File: src/rtl/mult_hilo_sequencer.sv
// Iterative shift-add multiplier with HI/LO register pair and EX-stage stall interlock.
// Optional MTHI/MTLO write path enabled by defining MULT_HILO_MTHILO_EN.
module mult_hilo_sequencer #(
  parameter int WIDTH = 32
) (
  input  logic             clk,
  input  logic             rst_n,
  input  logic             start_valid,
  input  logic             start_signed,
  input  logic [WIDTH-1:0] op_a,
  input  logic [WIDTH-1:0] op_b,
  input  logic             flush,
  input  logic             mfhi_req,
  input  logic             mflo_req,
`ifdef MULT_HILO_MTHILO_EN
  input  logic             mthi_req,
  input  logic             mtlo_req,
  input  logic [WIDTH-1:0] mt_data,
`endif
  output logic [WIDTH-1:0] mf_data,
  output logic [WIDTH-1:0] hi,
  output logic [WIDTH-1:0] lo,
  output logic             busy,
  output logic             stall,
  output logic             done
);

  localparam int CNT_W = (WIDTH > 1) ? $clog2(WIDTH) : 1;
  localparam logic [CNT_W-1:0] CNT_LAST = CNT_W'(WIDTH - 1);

  typedef enum logic [1:0] {
    S_IDLE,
    S_RUN,
    S_FIX
  } state_t;

  state_t               state_q, state_d;
  logic [WIDTH-1:0]     mcand_q, mcand_d;
  logic [WIDTH-1:0]     mplier_q, mplier_d;
  logic [2*WIDTH-1:0]   acc_q, acc_d;
  logic [CNT_W-1:0]     cnt_q, cnt_d;
  logic                 neg_q, neg_d;
  logic [WIDTH-1:0]     hi_q, hi_d;
  logic [WIDTH-1:0]     lo_q, lo_d;

  logic [WIDTH:0]       sum;
  logic [2*WIDTH-1:0]   prod;
  logic [WIDTH-1:0]     abs_a, abs_b;
  logic                 req_any;

  // Magnitudes for signed operands; -2^(W-1) maps onto itself, which is correct as unsigned.
  assign abs_a = (start_signed && op_a[WIDTH-1]) ? (~op_a + WIDTH'(1)) : op_a;
  assign abs_b = (start_signed && op_b[WIDTH-1]) ? (~op_b + WIDTH'(1)) : op_b;

`ifdef MULT_HILO_MTHILO_EN
  assign req_any = start_valid | mfhi_req | mflo_req | mthi_req | mtlo_req;
`else
  assign req_any = start_valid | mfhi_req | mflo_req;
`endif

  assign busy    = (state_q != S_IDLE);
  assign stall   = busy & req_any & ~flush;
  assign done    = (state_q == S_FIX);
  assign hi      = hi_q;
  assign lo      = lo_q;
  assign mf_data = mfhi_req ? hi_q : lo_q;

  always_comb begin
    state_d  = state_q;
    mcand_d  = mcand_q;
    mplier_d = mplier_q;
    acc_d    = acc_q;
    cnt_d    = cnt_q;
    neg_d    = neg_q;
    hi_d     = hi_q;
    lo_d     = lo_q;
    sum      = '0;
    prod     = '0;

    case (state_q)
      S_IDLE: begin
        if (start_valid && !flush) begin
          mcand_d  = abs_a;
          mplier_d = abs_b;
          neg_d    = start_signed & (op_a[WIDTH-1] ^ op_b[WIDTH-1]);
          acc_d    = '0;
          cnt_d    = '0;
          state_d  = S_RUN;
        end
`ifdef MULT_HILO_MTHILO_EN
        else if (!flush) begin
          if (mthi_req) hi_d = mt_data;
          if (mtlo_req) lo_d = mt_data;
        end
`endif
      end

      S_RUN: begin
        // Carry out of the upper-half add becomes the new MSB after the shift.
        sum      = {1'b0, acc_q[2*WIDTH-1:WIDTH]} + {1'b0, (mplier_q[0] ? mcand_q : '0)};
        acc_d    = {sum, acc_q[WIDTH-1:1]};
        mplier_d = mplier_q >> 1;
        cnt_d    = cnt_q + CNT_W'(1);
        if (cnt_q == CNT_LAST) state_d = S_FIX;
      end

      S_FIX: begin
        prod    = neg_q ? (~acc_q + (2*WIDTH)'(1)) : acc_q;
        hi_d    = prod[2*WIDTH-1:WIDTH];
        lo_d    = prod[WIDTH-1:0];
        state_d = S_IDLE;
      end

      default: state_d = S_IDLE;
    endcase
  end

  always_ff @(posedge clk or negedge rst_n) begin
    if (!rst_n) begin
      state_q  <= S_IDLE;
      mcand_q  <= '0;
      mplier_q <= '0;
      acc_q    <= '0;
      cnt_q    <= '0;
      neg_q    <= 1'b0;
      hi_q     <= '0;
      lo_q     <= '0;
    end else begin
      state_q  <= state_d;
      mcand_q  <= mcand_d;
      mplier_q <= mplier_d;
      acc_q    <= acc_d;
      cnt_q    <= cnt_d;
      neg_q    <= neg_d;
      hi_q     <= hi_d;
      lo_q     <= lo_d;
    end
  end

endmodule

File: config.mk
export PLATFORM = sky130hd
export DESIGN_NAME = mult_hilo_sequencer
export DESIGN_NICKNAME = d
export VERILOG_FILES = /design/src/rtl/mult_hilo_sequencer.sv
export SDC_FILE = /design/constraint.sdc
export NUM_CORES = 1
export LEC_CHECK = 0
export ABC_CLOCK_PERIOD_IN_PS = 3700
export CORE_MARGIN = 3
export CORE_UTILIZATION = 50
export CTS_CLUSTER_SIZE = 16
export DETAILED_ROUTE_END_ITERATION = 8
export HOLD_SLACK_MARGIN = 0.12
export PLACE_DENSITY = 0.78
export SLEW_MARGIN = 5
export SYNTH_ARGS = -nofsm -noshare
export SYNTH_HDL_FRONTEND = slang
export SYNTH_SLANG_ARGS = --single-unit
File: constraint.sdc
create_clock -name clk -period 3.7 [get_ports clk]
set_clock_uncertainty 0.15 [all_clocks]
set_input_delay 0.555 -clock clk [delete_from_list [all_inputs] [get_ports clk]]
set_output_delay 0.555 -clock clk [all_outputs]
set_load 0.05 [all_outputs]
==> impl_metrics.py <==
metrics = {
    "floorplan": {
        "io_pins": 170,
        "fp.dieW_um": 164,
        "fp.dieH_um": 164,
        "initial_core_util_pct": 51.3,
        "core_area_um2": 24500,
        "rows": 57,
        "die-area_um2": 27000,
    },
    "drt": {
        "post_drt_wl_per_cell_um": 17.3,
        "drc": 0,
        "routed_via_density": 5.88,
        "wirelength_mm": 32.0,
        "ant_nets": 0,
        "firstDrtPassIters": 7,
        "drtIter0Drc": 644,
        "dr_total_vias": 10900,
    },
    "finish": {
        "area_growth_pct": 23.4,
        "num_antenna_cells": 0,
        "stdcell_area_um2": 15500,
        "fin_nets": 1628,
        "drive_gt1_share_pct": 9.86,
        "fillers": 2063,
    },
    "yosys": {
        "syn_avg_cell_area_um2": 8.99,
        "ys_ff_latch": 200,
        "synth-edff-count": 0,
        "async_reset_ff_share_pct": 100,
        "ys.warnings.count": 0,
        "synth_flop_cell": "dfrtp_1",
        "synth_fp_nets": 1504,
        "synth_cells": 1395,
        "syn_area_um2": 12500,
        "yosysUniqueCellTypes": 67,
        "yosysSeqAreaShare_pct": 39.9,
    },
    "worst_hold_path": {
        "whs_endpoint": "mcand_q[27]",
        "hp-class": "reg2reg",
        "holdPathStages": 2,
        "min_from": "mcand_q[27]",
    },
    "sta": {
        "finalMaxSlewViolations": 0,
        "max_freq_mhz": 297,
        "worst_slack_ns": 0.331,
        "finalHoldViolations": 0,
        "slew_headroom_pct": 26.9,
        "hold_slack_ns": 0.315,
        "setup_viol": 0,
        "setup_tns_ns": 0,
        "tightest_slew_ns": 1.10,
        "period_needed_ns": 3.37,
        "period_share_pct": 91.1,
        "rsz0062_at_grt": "false",
    },
    "global_routing": {
        "grt.overflow.total": 0,
        "track_usage_pct": 23.9,
        "grt_pass1_vias": 10400,
        "grt_pass1_wl_mm": 52.5,
        "antenna_found_initial": 0,
        "grt_max_degree": 129,
    },
    "outcome": {
        "outcome": "finished clean",
    },
    "clock_tree": {
        "cts_resized": 0,
        "postCtsSetupBuffers": 0,
        "numCtsBuffers": 17,
        "clock_tree.buffer_depth": 2,
        "path_clk_slew_ns": 0.08,
        "cts-root-buf": "clkbuf_16",
        "htreeDepth": 4,
        "cts.sink_count": 200,
        "cts_tree": "yes",
        "clkLatencyLatePin_ns": 0.44,
    },
    "placed_design": {
        "dpl_worst_slack_ns": 0.270,
        "dp_hpwl_mm": 24.2,
        "place.gp.congestion": 0.934,
        "numPortBuffers": 169,
        "placed_area_um2": 14900,
    },
    "setup_path": {
        "crit_path_end_kind": "flop",
        "r2r-start": "mplier_q[0]",
        "critPathRequiredTime_ns": 3.84,
        "critPathMaxFanout": 19,
        "start_kind": "flop",
        "reg2reg_depth": 10,
        "reg2reg_to": "acc_q[62]",
        "rrSetupSlack_ns": 0.33,
        "critPathKind": "reg2reg",
        "worst_ep_arrival_time_ns": 3.51,
    },
    "power_and_ir_drop": {
        "p_leak_uw": 0.00652,
        "vdd_drop_max_mv": 0.403,
        "power-per-cell-area_nw_per_um2": 692,
    },
    "flow_run": {
        "max-cap-violations": 0,
    },
}
metal layers:
| layer | up-vias | routed length (um) | track usage, % |
|---|---|---|---|
| li1 | 5313 | - | - |
| met1 | 5206 | 14400 | 33.3 |
| met2 | 371 | 15300 | 40.0 |
| met3 | 32 | 1950 | 3.16 |
| met4 | 0 | 352 | 5.45 |
| met5 | - | 0 | 0 |
Yosys cell counts (9+ instances only):
master	count	area share, %
a21o_1	14	0.84
a21oi_1	51	2.0
a22o_1	35	2.4
a22oi_1	25	1.5
a31oi_1	15	0.75
and2_1	39	1.9
clkbuf_1	79	2.4
dfrtp_1	200	40
ha_1	37	3.7
inv_1	26	0.78
mux2_2	32	2.9
nand2_1	174	5.2
nand2b_1	9	0.45
nand3_1	25	1.0
nand4_1	13	0.65
nor2_1	57	1.7
nor2b_1	10	0.50
nor3_1	28	1.1
nor4_1	11	0.55
o21ai_0	185	7.4
o21ai_1	16	0.64
o31ai_1	29	1.7
o41ai_1	9	0.63
or3_1	14	0.70
or4_1	13	0.78
xnor2_1	48	3.4
xor2_1	86	6.0
worst max-delay path by stage:
stage                           start          end  slack (ns)  cells past startpoint
after CTS                 mplier_q[0]    acc_q[62]        0.35                     10
after detailed placement     op_a[14]  mcand_q[28]        0.27                      8
after global routing      mplier_q[0]    acc_q[60]        0.15                     10
after global placement       op_a[14]  mcand_q[28]        0.34                      8
final                     mplier_q[0]    acc_q[62]        0.33                     10
after floorplan           mplier_q[0]    acc_q[61]        0.56                     11
stage by stage:
| stage | power (uW) | util (%) | cells |
|---|---|---|---|
| 6_report | 10700 | 63.2 | 1856 |
| 5_1_grt | 11500 | 63.2 | 1856 |
| 4_1_cts | 10700 | 63.2 | 1856 |
| 3_5_place_dp | 8820 | 60.8 | 1823 |
| 3_3_place_gp | 8670 | 60.8 | 1823 |
| 2_1_floorplan | 7260 | - | 1395 |
kinds of logic after synthesis:
family,share of synthesized area [%]
buf+inv,3.26
simple gates,18.1
flops,39.9
fa+ha+maj,3.85
mux,3.43
compound gates,22.1
xor+xnor,9.36
cell type report:
cell class | instances | area (um^2) | share of cell area, %
Multi-Input combinational cell | 1086 | 7160 | 46.2
Sequential cell | 200 | 5010 | 32.4
Timing Repair Buffer | 188 | 2210 | 14.3
Clock buffer | 17 | 425 | 2.75
Tap cell | 324 | 405 | 2.62
Clock inverter | 15 | 174 | 1.12
Inverter | 26 | 97.6 | 0.631
critical path, stage by stage (launching register included):
cell and delay (ns):
dfrtp_1 0.48, buf_4 0.23, and2_1 0.16, ha_1 0.46, nand4_1 0.21, nor2_1 0.22, nand3_1 0.11, a2111o_1 0.45
a211oi_1 0.37, mux2i_1 0.22, o311ai_0 0.14
sequential cells by signal, indices dropped and copies added (netlist names):
| name | flops |
|---|---|
| hi | 32 |
| state_q | 2 |
| mplier_q | 32 |
| acc_q | 64 |
| neg_q | 1 |
| mcand_q | 32 |
| cnt_q | 5 |
| lo | 32 |
power breakdown:
group	internal, uW	leakage [uW]	switching [uW]
registers	2860	0.00249	870
logic	2110	0.00375	3000
clock network	915	0.000286	940
total	5890	0.00652	4810
timing repair:
action | 4_1_cts | 5_1_grt
hold buffers | 1 | 0
endpoints found under the setup margin | 0 | 0
hold endpoints to repair | 54 | 0
cells in the final DEF, fill, tap and decap left out, drive strengths merged, types with 15 or more instances in the layout:
cell type / count
ha: 37
o31ai: 30
nor4: 15
clkdlybuf4s50: 135
or3: 16
a22oi: 25
nand2: 174
nand3: 25
a22o: 35
or4: 19
dfrtp: 200
nor3: 28
clkbuf: 18
o21ai: 201
nor2: 57
xor2: 86
xnor2: 48
o41ai: 16
buf: 51
a21oi: 51
mux2: 32
and2: 40
a31oi: 15
inv: 33
(Power assumes the default switching activity.)
